<file path="config.mk">
export PLATFORM = sky130hd
export DESIGN_NAME = pc_out_arbiter
export DESIGN_NICKNAME = d
export VERILOG_FILES = /design/src/rtl/pc_out_arbiter.sv
export SDC_FILE = /design/constraint.sdc
export NUM_CORES = 1
export LEC_CHECK = 0
export CAP_MARGIN = 15
export CORE_MARGIN = 4
export CORE_UTILIZATION = 40
export DETAILED_ROUTE_END_ITERATION = 8
export SLEW_MARGIN = 0
export SYNTH_ARGS = -nofsm -noshare
export SYNTH_HDL_FRONTEND = slang
export SYNTH_SLANG_ARGS = --single-unit
export TNS_END_PERCENT = 10
</file>
<file path="constraint.sdc">
create_clock -name clk -period 3.95 [get_ports clk]
set_clock_uncertainty 0.15 [all_clocks]
set_input_delay 0.79 -clock clk [delete_from_list [all_inputs] [get_ports clk]]
set_output_delay 0.79 -clock clk [all_outputs]
set_load 0.1 [all_outputs]
</file>
<file path="src/rtl/pc_out_arbiter.sv">
// pc_out_arbiter: merges Nin input streams into one registered output channel.
// Each input has its own small FIFO. An arbiter (round-robin with a per-source
// burst limit, or fixed priority) pops one FIFO head per grant into the output
// register, and tags the word with the index of the input it came from.
module pc_out_arbiter #(
    parameter int N      = 32,
    parameter int Nin    = 3,
    parameter int D      = 4,
    parameter int Nburst = 4,
    localparam int Nsrc  = $clog2(Nin)
) (
    input  logic                    clk,
    input  logic                    reset,
    input  logic [Nin-1:0][N-1:0]   in_d,
    input  logic [Nin-1:0]          in_v,
    output logic [Nin-1:0]          in_a,
    output logic [N-1:0]            out_d,
    output logic [Nsrc-1:0]         out_src,
    output logic                    out_v,
    input  logic                    out_a,
    input  logic                    conf_mode,
    input  logic [Nburst-1:0]       conf_burst,
    output logic [Nin-1:0]          fifo_full
);

    localparam int AW = $clog2(D);
    localparam int CW = AW + 1;

    typedef enum logic {
        S_IDLE,
        S_OWN
    } rr_state_e;

    // Per-input FIFO storage and bookkeeping
    logic [N-1:0]            mem_q [Nin][D];
    logic [Nin-1:0][AW-1:0]  rd_ptr_q;
    logic [Nin-1:0][AW-1:0]  wr_ptr_q;
    logic [Nin-1:0][CW-1:0]  cnt_q;

    logic [Nin-1:0]          full;
    logic [Nin-1:0]          not_empty;
    logic [Nin-1:0]          wr_en;
    logic [Nin-1:0]          rd_en;

    // Arbiter state
    rr_state_e               state_q, state_d;
    logic [Nsrc-1:0]         ptr_q, ptr_d;
    logic [Nburst-1:0]       burst_q, burst_d;
    logic [Nburst-1:0]       burst_lim;
    logic [Nsrc-1:0]         win;
    logic [Nsrc-1:0]         cand;
    logic                    found;
    logic                    any_ne;
    logic                    out_free;
    logic                    grant;

    // Output register
    logic [N-1:0]            out_data_q, out_data_d;
    logic [Nsrc-1:0]         out_src_q, out_src_d;
    logic                    out_v_q, out_v_d;

    // FIFO status, handshake and pop decode
    always_comb begin
        // NOTE: every signal written here gets a default first so no path leaves
        // it unassigned; otherwise synthesis infers a latch.
        full      = '0;
        not_empty = '0;
        in_a      = '0;
        wr_en     = '0;
        rd_en     = '0;
        for (int i = 0; i < Nin; i++) begin
            full[i]      = (cnt_q[i] == CW'(D));
            not_empty[i] = (cnt_q[i] != '0);
            // A full FIFO refuses a word even if it is being popped this cycle.
            in_a[i]      = !full[i] && !reset;
            wr_en[i]     = in_v[i] && in_a[i];
            rd_en[i]     = grant && (win == Nsrc'(i));
        end
    end

    assign fifo_full = full;
    assign any_ne    = |not_empty;
    assign out_free  = !out_v_q || out_a;
    assign grant     = out_free && any_ne;

    // FIFO pointers and occupancy counts
    always_ff @(posedge clk) begin
        // NOTE: state registers use non-blocking assignments so every flop samples
        // pre-edge values regardless of block ordering.
        if (reset) begin
            rd_ptr_q <= '0;
            wr_ptr_q <= '0;
            cnt_q    <= '0;
        end else begin
            for (int i = 0; i < Nin; i++) begin
                if (wr_en[i]) wr_ptr_q[i] <= wr_ptr_q[i] + AW'(1);
                if (rd_en[i]) rd_ptr_q[i] <= rd_ptr_q[i] + AW'(1);
                case ({wr_en[i], rd_en[i]})
                    2'b10:   cnt_q[i] <= cnt_q[i] + CW'(1);
                    2'b01:   cnt_q[i] <= cnt_q[i] - CW'(1);
                    default: cnt_q[i] <= cnt_q[i];
                endcase
            end
        end
    end

    // FIFO data storage
    always_ff @(posedge clk) begin
        // NOTE: storage is not reset; the counts gate every read, so stale
        // contents are never observed and the array can map onto plain RAM.
        for (int i = 0; i < Nin; i++) begin
            if (wr_en[i]) mem_q[i][wr_ptr_q[i]] <= in_d[i];
        end
    end

    // Arbitration: pick the winner and compute next pointer/burst/state
    always_comb begin
        state_d   = state_q;
        ptr_d     = ptr_q;
        burst_d   = burst_q;
        win       = '0;
        cand      = '0;
        found     = 1'b0;
        burst_lim = (conf_burst == '0) ? Nburst'(1) : conf_burst;

        if (conf_mode) begin
            // Fixed priority: lowest non-empty index; RR bookkeeping parked.
            state_d = S_IDLE;
            burst_d = '0;
            for (int i = 0; i < Nin; i++) begin
                cand = Nsrc'(i);
                if (!found && not_empty[cand]) begin
                    found = 1'b1;
                    win   = cand;
                end
            end
        end else if (state_q == S_OWN && not_empty[ptr_q] && burst_q < burst_lim) begin
            // Current owner keeps the channel until its burst is spent.
            win = ptr_q;
            if (grant) burst_d = burst_q + Nburst'(1);
        end else begin
            // Search from pointer+1 with explicit wrap, so unused codes never appear.
            for (int off = 1; off <= Nin; off++) begin
                if (int'(ptr_q) + off >= Nin) cand = Nsrc'(int'(ptr_q) + off - Nin);
                else                          cand = Nsrc'(int'(ptr_q) + off);
                if (!found && not_empty[cand]) begin
                    found = 1'b1;
                    win   = cand;
                end
            end
            if (grant) begin
                ptr_d   = win;
                burst_d = Nburst'(1);
                state_d = S_OWN;
            end else if (!any_ne) begin
                state_d = S_IDLE;
                burst_d = '0;
            end
        end
    end

    // Arbiter state register
    always_ff @(posedge clk) begin
        if (reset) begin
            state_q <= S_IDLE;
            ptr_q   <= Nsrc'(Nin - 1);
            burst_q <= '0;
        end else begin
            state_q <= state_d;
            ptr_q   <= ptr_d;
            burst_q <= burst_d;
        end
    end

    // Output stage next-state: load on grant, drop valid when consumed and idle
    always_comb begin
        out_v_d    = out_v_q;
        out_data_d = out_data_q;
        out_src_d  = out_src_q;
        if (grant) begin
            out_v_d    = 1'b1;
            out_data_d = mem_q[win][rd_ptr_q[win]];
            out_src_d  = win;
        end else if (out_a) begin
            out_v_d    = 1'b0;
        end
    end

    // Output register
    always_ff @(posedge clk) begin
        if (reset) begin
            out_v_q    <= 1'b0;
            out_data_q <= '0;
            out_src_q  <= '0;
        end else begin
            out_v_q    <= out_v_d;
            out_data_q <= out_data_d;
            out_src_q  <= out_src_d;
        end
    end

    assign out_v   = out_v_q;
    assign out_d   = out_data_q;
    assign out_src = out_src_q;

endmodule

</file>
==> results of run 1 <==
-- worst max-delay path: stages --
cell and delay, ps:
clkdlybuf4s50_1 580, inv_8 40, ha_4 140, or4b_4 540, a31oi_4 230, o21ai_4 140
a31o_2 320, nor2_4 140, buf_4 240, buf_4 370, nand2_1 100, a311oi_1 330
o311a_1 220
-- cell type report --
type / instances / area [um^2] / area share, %
Clock buffer: 66 / 1319 / 5.777
Clock inverter: 23 / 267.8 / 1.173
Inverter: 28 / 112.6 / 0.4933
Multi-Input combinational cell: 741 / 5071 / 22.21
Sequential cell: 447 / 12800 / 56.05
Tap cell: 592 / 740.7 / 3.245
Timing Repair Buffer: 233 / 2522 / 11.05
-- flip-flops by register name, indices dropped and copies added (netlist names) --
name,count
mem_q,384
ptr_q,2
cnt_q,9
out_d,32
rd_ptr_q,6
wr_ptr_q,6
out_v,1
out_src,2
burst_q,4
state_q,1
-- power groups by stage --
stage | combinational (mW) | clock (mW) | sequential (mW)
CTS | 8.33 | 4.59 | 5.81
finish | 8.32 | 4.50 | 5.81
detailed placement | 8.30 | 0 | 5.91
floorplan | 4.31 | 0 | 6.77
global placement | 8.21 | 0 | 5.91
global route | 8.85 | 4.82 | 5.85
-- cells by family (layout without fill, tap and decap cells) --
group                    after synthesis  count (layout)  synth area share (%)
AND/OR/NAND/NOR                      390             390                 9.498
AO/OA/AOI/OAI                        279             279                 13.18
multiplexers                          33              33                 1.812
XOR/XNOR                              14              14                0.6725
adder cells (fa/ha/maj)               25              25                 1.839
flip-flops                           447             447                 70.16
buffers and inverters                117             350                 2.841
-- per-layer routing --
metal	wire length, um	GRT usage (%)	up-vias
met1	22220	27.40	5990
met3	3161	3.813	78
met2	24810	34.82	423
met5	0	0	-
li1	-	-	5442
met4	1086	4.802	0
-- final timing paths --
| check | endpoint | slack [ps] | depth (start not counted) |
|---|---|---|---|
| setup / recovery | out_d[21] | 110 | 13 |
| hold / removal | state_q | 330 | 2 |
| setup reg to reg | cnt_q[8] | 310 | 14 |
| hold reg to reg | state_q | 330 | 2 |
-- cells in the final DEF, fill, tap and decap left out, types with 32 or more instances in the layout --
master / synthesis / layout
edfxtp_1: 384 / 384
buf_4: 1 / 60
mux2i_1: 33 / 33
clkbuf_16: 0 / 48
nor3_1: 36 / 36
a41oi_1: 32 / 32
buf_12: 0 / 34
dfxtp_1: 63 / 60
o21ai_0: 39 / 38
a311oi_1: 61 / 61
nor2_1: 134 / 128
o31ai_1: 35 / 35
or3_1: 36 / 36
nand2_1: 140 / 140
clkdlybuf4s50_1: 0 / 139
-- through the flow --
stage	setup TNS, ps	utilization (%)	instance area, um^2	hold slack, ps	total power, mW
global route	0	51.18	22830	362.2	19.52
CTS	0	51.18	22830	337.3	18.72
floorplan	-10710	-	18350	297.6	11.09
global placement	-12250	47.62	21240	320.6	14.11
detailed placement	-13530	47.62	21240	329.4	14.21
finish	0	51.18	22830	331.3	18.63
-- repair_timing --
action                     4_1_cts  5_1_grt
setup endpoints to repair        0        1
resized for setup                0        1
setup buffers                    0        0
hold buffers                     0        0
==> impl_metrics.py, run 1 <==
metrics = {
    "logic_synthesis": {
        "yosysTopAreaCellShare_pct": 63.24,
        "yosys_warnings": 0,
        "synth_edf_count": 384,
        "netlist_area_um2": 18230,
        "synth_common_cells": "384 x edfxtp_1, 140 x nand2_1, 134 x nor2_1, 63 x dfxtp_1, 61 x a311oi_1",
        "synth-seq-cells": 447,
        "ys_seq_area_share_pct": 70.16,
        "async_flop_share_pct": 0,
        "avgSynthCellArea_um2": 13.97,
        "ys_types": 63,
        "syn_inst": 1305,
        "yosys.area.top_type": "edfxtp_1",
        "synth_area_leaders": "edfxtp_1 63%, dfxtp_1 6.9%, a311oi_1 2.9%",
        "yosysMostFrequentCell": "edfxtp_1",
        "ys.flop_type": "edfxtp_1",
        "synth_nets": 1437,
    },
    "placement": {
        "portBuffers": 147,
        "gp_congestion": 0.8192,
        "dp_hpwl_um": 30520,
        "place_inst": 2041,
        "place_ws_ps": -477.9,
    },
    "setup_path": {
        "cp_max_fo": 24,
        "cp-end-kind": "flip-flop",
        "cp_data_required_time_ps": 4320,
        "cp-start-kind": "input port",
        "worstPathArrival_ps": 4210,
        "crit_start": "conf_burst[1]",
        "crit_type": "input port to flip-flop",
        "reg2reg_from": "ptr_q[0]",
    },
    "power_and_ir_drop": {
        "ir_worst_vdd_mv": 0.5118,
        "switching_share_pct": 39.89,
        "powerDensity_nw_per_um2": 816.2,
        "p_sw_mw": 7.433,
        "power.internal_mw": 11.20,
        "pwr-share-clk_pct": 24.2,
        "p_leak_nw": 7.664,
        "comb_power_share_pct": 44.6,
        "p_seq_share_pct": 31.2,
    },
    "sta": {
        "drv_slew": 0,
        "setup_slack_ps": 109.4,
        "setup_viol": 0,
        "rsz0062_at_grt": "no",
        "tightest_slew_ps": 993.4,
        "max_freq_mhz": 260.4,
        "hold_viol": 0,
        "maxSlewHeadroom_pct": 33.57,
        "finalCriticalPeriod_ps": 3841,
        "period_share_pct": 97.23,
    },
    "global_routing": {
        "first_global_vias": 12230,
        "overflow": 0,
        "grt_max_degree": 78,
        "antenna_found_initial": 0,
        "grt_pass1_wl_um": 76560,
        "grt_usage_pct": 20.43,
    },
    "cells_and_area": {
        "fin_cells": 2130,
        "finalNetCount": 1631,
        "fillCellCount": 3781,
        "syn2layout_area_growth_pct": 25.21,
        "drive_gt1_share_pct": 15.99,
        "n_antenna_cell": 0,
    },
    "floorplan": {
        "num_io_pins": 148,
        "die_area_um2": 49060,
        "row_count": 77,
        "fp.dieW_um": 221.5,
        "initial_core_util_pct": 40.87,
        "fp.dieH_um": 221.5,
        "core_um2": 44610,
    },
    "clocking": {
        "cts_sinks": 447,
        "clockRootBuffer": "clkbuf_16",
        "clk-insertion-delay-late_ps": 590,
        "cts_tree": "done",
        "htreeDepth": 2,
        "cts-buffers-inserted": 48,
        "path_clk_slew_ps": 60,
        "clockBufferDepth": 3,
    },
    "worst_hold_path": {
        "hold_path_class": "flip-flop to flip-flop",
        "min_from": "state_q",
    },
    "route": {
        "ant_nets": 0,
        "dr.pass1.iters": 6,
        "vias_per_cell": 5.602,
        "routedWlPerCell_um": 24.07,
        "drtIter0Drc": 1106,
        "num_vias": 11930,
        "drc": 0,
        "wl_um": 51270,
    },
    "job": {
        "maxCapViolCount": 0,
    },
    "outcome": {
        "status": "complete, no violations",
    },
}
Power figures use the tool's default switching activity.
==> run 2: changes to the inputs <==
- PLACE_DENSITY_LB_ADDON: default -> 0.2
==> run 2 against run 1 <==
Cell area fell by 1.2%. Combinational power fell by 3.2%. Routed wire length rose by 0.81%. Clock power fell by 7.3%. Critical path type unchanged. Largest power group unchanged.
==> impl_metrics.py, run 2 (same netlist as run 1, synthesis figures left out) <==
metrics = {
    "route": {
        "drtIter0Drc": 1006,
        "num_vias": 11990,
        "dr.pass1.iters": 6,
        "routedWlPerCell_um": 24.35,
        "vias_per_cell": 5.648,
        "drc": 0,
        "wl_um": 51690,
        "ant_nets": 0,
    },
    "global_routing": {
        "first_global_vias": 11790,
        "grt_max_degree": 73,
        "overflow": 0,
        "grt_usage_pct": 20.48,
        "grt_pass1_wl_um": 76230,
        "antenna_found_initial": 0,
    },
    "clocking": {
        "htreeDepth": 2,
        "cts-buffers-inserted": 46,
        "clk-insertion-delay-late_ps": 580,
        "cts_tree": "done",
        "cts.repair.resized": 0,
        "postCtsSetupBuffers": 0,
        "clockRootBuffer": "clkbuf_16",
        "cts_sinks": 447,
        "clockBufferDepth": 3,
        "path_clk_slew_ps": 60,
        "ctsHoldBuffers": 0,
    },
    "setup_path": {
        "cp_data_required_time_ps": 4300,
        "path_cells": "clkdlybuf4s50_1 -> inv_8 -> ha_4 -> or4b_4 -> a31oi_4 -> o21ai_4 -> a211oi_4 -> nor2_4 -> nor2_4 -> ha_4 -> inv_2 -> fa_2 -> xor2_1 -> or3_1 -> a21oi_1",
        "worstPathArrival_ps": 4190,
        "cp-end-kind": "flip-flop",
        "crit_path_top_delay_cell": "clkdlybuf4s50_1",
        "crit_type": "input port to flip-flop",
        "crit_path_max_incr_delay_ps": 590,
        "cp-start-kind": "input port",
        "cp_max_fo": 5,
    },
    "power_and_ir_drop": {
        "ir_worst_vdd_mv": 0.7924,
        "power_mw": 18.05,
        "powerDensity_nw_per_um2": 800.5,
        "p_leak_nw": 7.531,
    },
    "sta": {
        "setup_viol": 0,
        "maxSlewHeadroom_pct": 34.11,
        "setup_slack_ps": 105.4,
        "finalCriticalPeriod_ps": 3845,
        "tightest_slew_ps": 985.2,
        "drv_slew": 0,
        "hold_ws_ps": 344.2,
        "rsz0062_at_grt": "no",
        "max_freq_mhz": 260.1,
        "hold_viol": 0,
        "period_share_pct": 97.33,
    },
    "cells_and_area": {
        "n_antenna_cell": 0,
        "drive_gt1_share_pct": 15.02,
        "layout_commonest_cell": "edfxtp_1",
        "syn2layout_area_growth_pct": 23.68,
        "finalNetCount": 1627,
        "largest_register_ffs": 384,
        "final_cell_mix": "384 x edfxtp_1, 141 x clkdlybuf4s50_1, 140 x nand2_1, 128 x nor2_1, 65 x buf_4",
    },
    "floorplan": {
        "fp.dieH_um": 221.5,
        "core_um2": 44610,
        "die_area_um2": 49060,
        "fp.dieW_um": 221.5,
        "initial_core_util_pct": 40.87,
        "row_count": 77,
        "num_io_pins": 148,
    },
    "placement": {
        "place_ws_ps": -465.5,
        "portBuffers": 147,
        "gp_congestion": 0.7923,
        "dp_hpwl_um": 30900,
    },
    "job": {
        "maxCapViolCount": 0,
    },
    "outcome": {
        "status": "complete, no violations",
    },
    "worst_hold_path": {
        "hold_path_class": "flip-flop to flip-flop",
    },
}
-- run 2: path summary, 6_finish.rpt --
| check | startpoint | to | slack, ps | cells after the start |
|---|---|---|---|---|
| worst max register to register | ptr_q[1] | out_d[12] | 410 | 13 |
| worst min register to register | state_q | state_q | 340 | 2 |
| worst max-delay path | conf_burst[1] | cnt_q[5] | 110 | 15 |
| worst min-delay path | state_q | state_q | 340 | 2 |
-- run 2: final cells by class --
cell class              count  area (um^2)
flip-flops and latches    447        12790
clock inverters            24        190.2
well taps                 592        740.7
fillers                  3758        22060
multi-input cells         741         5069
repair buffers            231         2400
inverters                  28        112.6
clock buffers              60         1245
-- run 2: per-layer routing --
metal  up-vias  part of all wire, %  GRT usage, %  routed length (um)
met4         0                  2.2         5.842                1125
met3        72                  6.4         3.363                3287
met2       428                   47         33.22               24340
li1       5433                    -             -                   -
met1      6058                   44         28.81               22930
met5         -                    0             0                   0
-- run 2: critical path, delay by kind of cell --
family          cells  cell delay (ps)
simple gates        4             1080
compound gates      4              830
buf+inv             3              670
fa+ha+maj           3              650
xor+xnor            1              170
-- run 2: per-stage QoR --
step	setup TNS [ps]	utilization, %	area, um^2	std cells
after floorplan	-10710	-	18350	1305
after global placement	-12720	47.34	21120	2039
final	0	50.55	22550	2123
after global routing	0	50.55	22550	2123
after CTS	0	50.55	22550	2123
after detailed placement	-14580	47.34	21120	2039
-- run 2: where the power goes --
part | switching [mW] | internal, mW | total, mW
clock network | 1.75 | 2.41 | 4.17
logic | 5.26 | 2.79 | 8.05
registers | 0.299 | 5.53 | 5.83
